`src/rtl/disp_pkg.sv`:
```
// ---------------------------------------------------------------------------
// disp_pkg
// Shared definitions for the display arbiter:
//   - digit codes driven to the segment driver (0-9 numerals, E glyph, blank)
//   - grant encodings reported on disp_arbiter.grant
//   - state type of the sequential binary-to-BCD engine
//   - one double-dabble adjust step
// ---------------------------------------------------------------------------
package disp_pkg;

    localparam logic [3:0] DIG_BLANK = 4'hF;
    localparam logic [3:0] DIG_E     = 4'hE;

    localparam logic [1:0] GNT_BAL = 2'd0;
    localparam logic [1:0] GNT_AMT = 2'd1;
    localparam logic [1:0] GNT_MSG = 2'd2;

    typedef enum logic [1:0] {
        IDLE  = 2'd0,
        LOAD  = 2'd1,
        SHIFT = 2'd2,
        DONE  = 2'd3
    } state_e;

    // Add 3 to every BCD nibble that is 5 or more, so that the following
    // left shift carries correctly into the next decimal digit.
    function automatic logic [11:0] dd_adjust(input logic [11:0] b);
        logic [11:0] r;
        for (int i = 0; i < 3; i++) begin
            r[i*4 +: 4] = (b[i*4 +: 4] >= 4'd5) ? b[i*4 +: 4] + 4'd3 : b[i*4 +: 4];
        end
        return r;
    endfunction

endpackage

```
`src/rtl/bin2bcd_seq.sv`:
```
// ---------------------------------------------------------------------------
// bin2bcd_seq
// Sequential double-dabble converter: 8-bit binary to three BCD digits.
// Sequence: IDLE -(start)-> LOAD (1 cycle) -> SHIFT (8 cycles) -> DONE
// (1 cycle) -> IDLE. busy is high from LOAD through DONE (10 cycles).
// Ports:
//   clk, rst_n  clock, asynchronous active-low reset (aborts a conversion)
//   start       request; accepted only in IDLE
//   bin[7:0]    value to convert, sampled in LOAD
//   busy        conversion in progress
//   done        high for the single DONE cycle; bcd is valid then
//   bcd[11:0]   {hundreds, tens, ones}
// ---------------------------------------------------------------------------
module bin2bcd_seq
    import disp_pkg::*;
(
    input  logic        clk,
    input  logic        rst_n,
    input  logic        start,
    input  logic [7:0]  bin,
    output logic        busy,
    output logic        done,
    output logic [11:0] bcd
);

    state_e      state_q;
    logic [7:0]  sh_q;
    logic [11:0] bcd_q;
    logic [2:0]  cnt_q;
    logic        busy_q;
    logic [11:0] adj;

    assign adj = dd_adjust(bcd_q);

    // NOTE: state is updated with non-blocking assignments so every register
    // samples the pre-edge values; blocking here would create order-dependent
    // simulation results that do not match the synthesized flops.
    always_ff @(posedge clk or negedge rst_n) begin
        if (!rst_n) begin
            state_q <= IDLE;
            sh_q    <= '0;
            bcd_q   <= '0;
            cnt_q   <= '0;
            busy_q  <= 1'b0;
        end else begin
            case (state_q)
                IDLE: begin
                    if (start) begin
                        state_q <= LOAD;
                        busy_q  <= 1'b1;
                    end
                end
                LOAD: begin
                    sh_q    <= bin;
                    bcd_q   <= '0;
                    cnt_q   <= '0;
                    state_q <= SHIFT;
                end
                SHIFT: begin
                    // The binary MSB shifts into the BCD LSB.
                    {bcd_q, sh_q} <= {adj[10:0], sh_q, 1'b0};
                    cnt_q         <= cnt_q + 3'd1;
                    if (cnt_q == 3'd7) begin
                        state_q <= DONE;
                    end
                end
                DONE: begin
                    busy_q  <= 1'b0;
                    state_q <= IDLE;
                end
                default: state_q <= IDLE;
            endcase
        end
    end

    assign busy = busy_q;
    assign done = (state_q == DONE);
    assign bcd  = bcd_q;

endmodule

```
`src/rtl/disp_arbiter.sv`:
```
// ---------------------------------------------------------------------------
// disp_arbiter
// Shares the 4-digit seven-segment display between the account balance
// (background), the amount being entered and timed status messages.
// Priority: message > amount (amt_active) > balance.
// Numeric values go through the sequential bin2bcd_seq engine; messages
// bypass it and appear the cycle after msg_req.
// Optional feature (macro LEAD_ZERO_BLANK_EN): leading-zero hundreds/tens
// digits and digit3 are blanked; otherwise digit3 = 0 and leading zeros show.
// Ports:
//   clk, rst_n      100 MHz clock, asynchronous active-low reset
//   bal[7:0]        balance value (source 0)
//   amt[7:0]        amount value (source 1)
//   amt_active      amount entry in progress
//   msg_req         one-cycle message request; msg_code[3:0] sampled with it
//   digits[15:0]    digit codes, [15:12] leftmost ... [3:0] ones
//   grant[1:0]      current owner of the display (GNT_BAL/AMT/MSG)
//   busy            BCD conversion running
//   upd             one-cycle pulse whenever digits changes
// ---------------------------------------------------------------------------
module disp_arbiter
    import disp_pkg::*;
#(
    parameter int HOLD_CYCLES = 100_000_000,
    parameter int HOLD_W      = 27
) (
    input  logic        clk,
    input  logic        rst_n,
    input  logic [7:0]  bal,
    input  logic [7:0]  amt,
    input  logic        amt_active,
    input  logic        msg_req,
    input  logic [3:0]  msg_code,
    output logic [15:0] digits,
    output logic [1:0]  grant,
    output logic        busy,
    output logic        upd
);

    // Convert a BCD triple into the 16-bit display word.
    function automatic logic [15:0] fmt_num(input logic [11:0] b);
        logic [3:0] h, t, o;
        h = b[11:8];
        t = b[7:4];
        o = b[3:0];
`ifdef LEAD_ZERO_BLANK_EN
        return {DIG_BLANK,
                (h == 4'd0) ? DIG_BLANK : h,
                (h == 4'd0 && t == 4'd0) ? DIG_BLANK : t,
                o};
`else
        return {4'h0, h, t, o};
`endif
    endfunction

    function automatic logic [15:0] fmt_msg(input logic [3:0] code);
        return {DIG_E, DIG_BLANK, DIG_BLANK, (code > 4'd9) ? DIG_BLANK : code};
    endfunction

`ifdef LEAD_ZERO_BLANK_EN
    localparam logic [15:0] DIGITS_RST = 16'hFFF0;
`else
    localparam logic [15:0] DIGITS_RST = 16'h0000;
`endif

    localparam logic [HOLD_W-1:0] HOLD_LOAD = HOLD_W'(HOLD_CYCLES - 1);

    // Converter interface
    logic        eng_start;
    logic        eng_busy;
    logic        eng_done;
    logic [11:0] eng_bcd;

    // Numeric source selection (ignores the message)
    logic        src_cur;
    logic [7:0]  val_cur;

    // Registers
    logic              snap_src_q;
    logic [7:0]        snap_val_q;
    logic              load_q;
    logic              msg_act_q, msg_act_d;
    logic [HOLD_W-1:0] msg_cnt_q, msg_cnt_d;
    logic [3:0]        msg_code_q, msg_code_d;
    logic [15:0]       result_q, result_d;
    logic [15:0]       digits_q, digits_d;
    logic [1:0]        grant_q, grant_d;
    logic              upd_q;

    assign src_cur = amt_active;
    assign val_cur = amt_active ? amt : bal;

    // A new conversion starts only from IDLE; changes seen while the engine
    // is busy are picked up by this compare once it returns to IDLE.
    assign eng_start = !eng_busy && ({src_cur, val_cur} != {snap_src_q, snap_val_q});

    bin2bcd_seq u_bcd (
        .clk   (clk),
        .rst_n (rst_n),
        .start (eng_start),
        .bin   (val_cur),
        .busy  (eng_busy),
        .done  (eng_done),
        .bcd   (eng_bcd)
    );

    // NOTE: every signal assigned in this always_comb gets a default first,
    // so no path leaves it unassigned and no latch is inferred.
    always_comb begin
        msg_act_d  = msg_act_q;
        msg_cnt_d  = msg_cnt_q;
        msg_code_d = msg_code_q;
        if (msg_req) begin
            msg_act_d  = 1'b1;
            msg_cnt_d  = HOLD_LOAD;
            msg_code_d = msg_code;
        end else if (msg_act_q) begin
            if (msg_cnt_q == '0) begin
                msg_act_d = 1'b0;
            end else begin
                msg_cnt_d = msg_cnt_q - HOLD_W'(1);
            end
        end

        result_d = eng_done ? fmt_num(eng_bcd) : result_q;
        digits_d = msg_act_d ? fmt_msg(msg_code_d) : result_d;
        grant_d  = msg_act_d ? GNT_MSG : (amt_active ? GNT_AMT : GNT_BAL);
    end

    always_ff @(posedge clk or negedge rst_n) begin
        if (!rst_n) begin
            snap_src_q <= 1'b0;
            snap_val_q <= '0;
            load_q     <= 1'b0;
            msg_act_q  <= 1'b0;
            msg_cnt_q  <= '0;
            msg_code_q <= '0;
            result_q   <= DIGITS_RST;
            digits_q   <= DIGITS_RST;
            grant_q    <= GNT_BAL;
            upd_q      <= 1'b0;
        end else begin
            // load_q marks the engine's LOAD cycle; the snapshot captures the
            // same value the engine samples on this edge.
            load_q <= eng_start;
            if (load_q) begin
                snap_src_q <= src_cur;
                snap_val_q <= val_cur;
            end
            msg_act_q  <= msg_act_d;
            msg_cnt_q  <= msg_cnt_d;
            msg_code_q <= msg_code_d;
            result_q   <= result_d;
            digits_q   <= digits_d;
            grant_q    <= grant_d;
            upd_q      <= (digits_d != digits_q);
        end
    end

    assign digits = digits_q;
    assign grant  = grant_q;
    assign busy   = eng_busy;
    assign upd    = upd_q;

endmodule
```
`config.mk`:
```
export PLATFORM = sky130hd
export DESIGN_NAME = disp_arbiter
export DESIGN_NICKNAME = d
export VERILOG_FILES = /design/src/rtl/disp_pkg.sv /design/src/rtl/bin2bcd_seq.sv /design/src/rtl/disp_arbiter.sv
export SDC_FILE = /design/constraint.sdc
export NUM_CORES = 1
export LEC_CHECK = 0
export ABC_AREA = 0
export CAP_MARGIN = 10
export CORE_MARGIN = 3
export CORE_UTILIZATION = 57
export CTS_CLUSTER_DIAMETER = 120
export DETAILED_ROUTE_END_ITERATION = 10
export MAX_ROUTING_LAYER = met4
export PLACE_DENSITY = 0.82
export SLEW_MARGIN = 0
export SYNTH_ARGS = -nofsm -noshare
export SYNTH_HDL_FRONTEND = slang
export SYNTH_SLANG_ARGS = --single-unit
```
`constraint.sdc`:
```
create_clock -name clk -period 4.4 [get_ports clk]
set_clock_uncertainty 0.2 [all_clocks]
set_input_delay 0.44 -clock clk [delete_from_list [all_inputs] [get_ports clk]]
set_output_delay 0.44 -clock clk [all_outputs]
set_load 0.01 [all_outputs]
```
=== After elaboration in Yosys (flattened, before gate mapping) ===
Index checks and enable logic that the tools add are counted.

* Add/sub/neg operators: 5
* $lt $le $gt $ge: 4
* Equality and inequality tests: 9
* Multiplexer cells: 24
* Reduce and logical (&&, ||, !) cells: 10

{| class="wikitable"
|+ Operators with widths
! kind !! number
|-
| two-way mux 27 bit || 3
|-
| two-way mux 16 bit || 2
|-
| zero test 27 bit || 1
|-
| subtractor 27 x 1 -> 27 bit (second input constant) || 1
|-
| case mux 12 bit (2 select lines) || 1
|-
| two-way mux 4 bit || 4
|-
| != test 16 bit || 1
|-
| case mux 8 bit (2 select lines) || 1
|-
| >= comparator 4 x 3 -> 1 bit (second input constant) || 3
|-
| != test 9 bit || 1
|-
| adder 4 x 2 -> 4 bit (second input constant) || 2
|-
| two-way mux 8 bit || 1
|-
| case mux 2 bit (4 select lines) || 1
|-
| two-way mux 2 bit || 3
|-
| case mux 3 bit (2 select lines) || 1
|-
| AND reduction 2 bit || 3
|-
| nonzero test 2 bit || 3
|-
| two-way mux 1 bit || 5
|-
| == test 2 bit (second input constant) || 2
|-
| > comparator 4 bit (second input constant) || 1
|-
| != test 2 bit (second input constant) || 2
|-
| adder 3 x 1 -> 3 bit (second input constant) || 1
|-
| adder 3 x 2 -> 3 bit (second input constant) || 1
|-
| == test 3 bit (second input constant) || 1
|-
| other kinds (7) || 7
|}

* Flip-flop bits (word level): 103
* Logic and storage cells: 67

=== Depth between registers and ports, before layout ===
* Depth after elaboration: 6
* Gate-level depth with buffers: 11
* Mapped depth without buffers: 10

=== Cells and area by module ===
From an unflattened synthesis, not the netlist that was laid out.

* Cells, all modules: 491
* Area, all modules: 5114.9 um2

{| class="wikitable"
|+ Modules (own cells, without submodules)
! module !! instances !! cells each !! area each (um2) !! sequential area each (um2)
|-
| disp_arbiter || 1 || 343 || 3624.7 || 1901.8
|-
| bin2bcd_seq || 1 || 148 || 1490.2 || 650.6
|}

=== Worst setup path after synthesis ===
OpenSTA, ideal clock, no wires.

* Path kind: register to register
* Start: register msg_cnt_q[21]
* End: register upd_q, in the netlist upd
* Arrival time: 2.747 ns
* Data required time: 4.061 ns
* Path slack: 1.315 ns
* Cell stages (with the launch flop): 9
* Buffers on the path: 1
* Clock period less this slack: 3.085 ns
* Path through: dfrtp_1 -> or4_4 -> or4_4 -> o31ai_4 -> inv_2 -> buf_6 -> mux2_4 -> xor2_1 -> or4_1

* Cells in the longest elaborated chain, start to end: 6

{| class="wikitable"
|+ RTL lines
! element !! RTL line !! text
|-
| start, declared || disp_arbiter.sv:83 || <nowiki>logic [HOLD_W-1:0] msg_cnt_q, msg_cnt_d;</nowiki>
|-
| start signal, assigned || disp_arbiter.sv:151 || <nowiki>msg_cnt_q <= msg_cnt_d;</nowiki>
|-
| zero test 27 bit || disp_arbiter.sv:118 || <nowiki>if (msg_cnt_q == '0) begin</nowiki>
|-
| two-way mux 1 bit || disp_arbiter.sv:118 ||
|-
| two-way mux 1 bit || disp_arbiter.sv:117 || <nowiki>end else if (msg_act_q) begin</nowiki>
|-
| two-way mux 1 bit || disp_arbiter.sv:113 || <nowiki>if (msg_req) begin</nowiki>
|-
| two-way mux 16 bit || disp_arbiter.sv:126 || <nowiki>digits_d = msg_act_d ? fmt_msg(msg_code_d) : result_d;</nowiki>
|-
| via digits_d[2] || disp_arbiter.sv:86 || <nowiki>logic [15:0] digits_q, digits_d;</nowiki>
|-
| != test 16 bit || disp_arbiter.sv:156 || <nowiki>upd_q <= (digits_d != digits_q);</nowiki>
|-
| end signal, assigned || disp_arbiter.sv:156 ||
|-
| end, declared || disp_arbiter.sv:88 || <nowiki>logic upd_q;</nowiki>
|}

The timed path passes the listed nets, and every way through them passes these cells.
A chain may end at the register's enable or synchronous reset.

=== Final worst setup path ===
* Start: register msg_cnt_q[3]
* End: register upd_q, in the netlist upd

Same word-level chain as after synthesis.

==> results.txt <==
I/O Pins -> 44
Commonest non-fill, non-tap cell in the layout -> dfrtp_1
Crit Path Category -> reg2reg
Total grt overflow -> 0
Post-synthesis cell count -> 485
CTS Hold Bufs -> 0
Period Utilization, post-route -> 0.733
Rows -> 33
Synth cell types -> 49
Number of fill cells -> 629
Crit path required time -> 4.44 ns
CTS buffer count -> 9
Seq cells post-synth -> 102
Iter 0 DRT Violations -> 184
Wire length per cell -> 15.5 um
Total of max-cap violations -> 0
CTS root buf -> clkbuf_8
Synth Area per Inst -> 10.3 um2
Hold WC Path Type -> in2async
Buf/Inv on CP -> 1
GRT Total Usage -> 0.219
CTS H-tree depth -> 3
Vias/cell -> 5.61
EDFF count, synth -> 0
CTS tree -> built
Core Area -> 8380 um2
Clk slew on worst S/H paths -> 0.10 ns
Status -> completed
Post-CTS setup buffer count -> 0
Top_reg_cell synth -> dfrtp_1
Hold Vio Cnt, Final -> 0
Yosys warns -> 0
Share of layout cells above drive strength 1 -> 0.0998
Later-pin clock latency in the skew report -> 0.37 ns
Die Y -> 99.8 um
Async SR Flop Fraction -> 1.00
# diodes -> 0
Initial Util -> 0.599
Hold Slack -> 0.00313 ns
Die Wd -> 99.8 um
Die ar. -> 9970 um2
DR pass1 iterations -> 4
Slowest cell delay on critical path -> 0.60 ns
RSZ-0062 raised after global routing -> no
Initial antenna violation count -> 0
Setup violators final -> 0
Register area share after synthesis -> 0.509
Max-slew headroom -> 0.367
Syn nets -> 523
Dpl hpwl -> 7.10 mm
Cell area after synthesis -> 5020 um2
FF/Latch Area -> 2550 um2
Clock sink count -> 102
Layout net count -> 564
Critical path's top delay family -> simple AND/OR/NAND/NOR gates
Port bufs -> 43
Pwr/cell area -> 300 nW/um2
Detailed Route WL -> 9.84 mm
Fin. max-slew vios -> 0
Setup TNS -> 0 ns
Number of global-route vias before repair -> 3614
Most used cell, CP -> or4_1
Largest net degree at the start of global routing -> 78
Worst-path fanout max -> 20
Footprint of the multi-input gates -> 2240 um2
Gates resized, CTS repair -> 0
Final ANT Viol Nets -> 0
Commonest non-fill, non-tap cells in the layout -> 102 x dfrtp_1, 42 x clkdlybuf4s50_1, 35 x inv_1, 34 x xnor2_1, 33 x nor2_1
Peak supply drop -> 184 uV
Crit end category -> flop
Residual DRC -> 0
Leakage Power -> 2.42 nW
Slowest stage cell, crit path -> or4_1
CP arrival -> 3.27 ns
Via count -> 3566
Crit path cell chain -> or4_1 > nand2b_1 > o31ai_4 > buf_4 > nand2_1 > o221ai_1 > a21oi_1 > or4_1
Max clock buf depth -> 2
GPL Wtd Cong -> 0.836
First-pass GRT wire length -> 17.1 mm
Worst slew pin tran -> 0.950 ns
Fmax -> 310 MHz
Startpoint class of the critical path -> flop
Layout area overhead -> 14.7%
Min Tclk post-route -> 3.23 ns
==> path summary, 6_finish.rpt <==
check | from | end | slack, ns | cells after the start
max | msg_cnt_q[3]$_DFFE_PN0P_ | upd$_DFF_PN0_ | 1.17 | 8
min | rst_n | snap_src_q$_DFFE_PN0P_ | 0.003 | 1
max reg2reg | msg_cnt_q[3]$_DFFE_PN0P_ | upd$_DFF_PN0_ | 1.17 | 8
min reg2reg | u_bcd.busy$_DFFE_PN0P_ | load_q$_DFF_PN0_ | 0.30 | 1
max in group asynchronous | rst_n | msg_cnt_q[16]$_DFFE_PN0P_ | 3.06 | 2
min in group clk | u_bcd.busy$_DFFE_PN0P_ | load_q$_DFF_PN0_ | 0.30 | 1
==> power breakdown <==
group	internal [mW]	switching (mW)	total, mW
combinational	0.0671	0.0685	0.136
clock	0.278	0.346	0.624
sequential	0.955	0.0134	0.968
==> metal layers <==
metal,up-vias,routed length [um],part of all wire,global-route usage
met4,0,100,0.010,0.0462
met2,77,4800,0.49,0.347
li1,1728,-,-,-
met1,1750,4480,0.46,0.293
met3,11,456,0.046,0.0507
met5,-,0,0,-
==> per-stage QoR <==
stage | instances | total power [mW] | setup WS [ns] | instance area (um2) | utilization
floorplan | 485 | 1.05 | 1.31 | 5020 | -
global placement | 620 | 1.12 | 1.14 | 5540 | 0.661
detailed placement | 620 | 1.12 | 1.08 | 5540 | 0.661
CTS | 636 | 1.74 | 1.16 | 5760 | 0.687
global route | 636 | 1.80 | 0.925 | 5760 | 0.687
finish | 636 | 1.73 | 1.17 | 5760 | 0.687
==> synthesized netlist by cell type (2+ instances only) <==
cell type / number / area share
xor2_1: 11 / 0.019
mux2i_1: 18 / 0.036
dfrtp_1: 102 / 0.51
a21oi_1: 25 / 0.025
mux2_2: 18 / 0.040
nor2_1: 33 / 0.025
o211ai_1: 3 / 0.0045
clkbuf_1: 13 / 0.0097
o21bai_1: 2 / 0.0030
nand4_1: 2 / 0.0025
xnor2_1: 34 / 0.059
nor2b_1: 4 / 0.0050
inv_1: 35 / 0.026
or3b_2: 2 / 0.0035
or3_1: 7 / 0.0087
or2_2: 4 / 0.0050
ha_1: 14 / 0.035
buf_1: 4 / 0.0030
or4_1: 4 / 0.0060
nor4_1: 9 / 0.011
nand2b_1: 24 / 0.030
o22ai_1: 6 / 0.0075
nor3b_1: 2 / 0.0030
nor3_1: 14 / 0.014
o32ai_1: 2 / 0.0035
nand2_1: 24 / 0.018
nand3_1: 9 / 0.0090
and3_1: 5 / 0.0062
or4_4: 2 / 0.0045
and2_1: 3 / 0.0037
o21ai_0: 31 / 0.031
a31oi_1: 2 / 0.0025
==> final cells by class <==
type / instances / share of cell area
Inverter: 36 / 0.0235
Timing Repair Buffer: 50 / 0.0835
Tap cell: 105 / 0.0228
Clock inverter: 7 / 0.0154
Clock buffer: 9 / 0.0215
Sequential cell: 102 / 0.443
Multi-Input combinational cell: 327 / 0.390
==> flip-flops by register name, summed over array words and instances (netlist names) <==
name,cells
msg_code_q,4
result_q,16
grant,2
upd,1
msg_cnt_q,27
load_q,1
u_bcd.state_q,2
u_bcd.busy,1
u_bcd.sh_q,8
snap_src_q,1
u_bcd.cnt_q,3
digits,16
snap_val_q,8
u_bcd.bcd,12
==> cell families after synthesis <==
family	after synthesis	synth area share
and+or+nand+nor	151	0.160
DFF	102	0.509
AOI/OAI and AO/OA	80	0.0945
buffers and inverters	56	0.0444
xor gates and xnor gates	45	0.0785
muxes	37	0.0793
adders and majority gates	14	0.0349
Note: power is estimated with default switching activity, not from simulation.
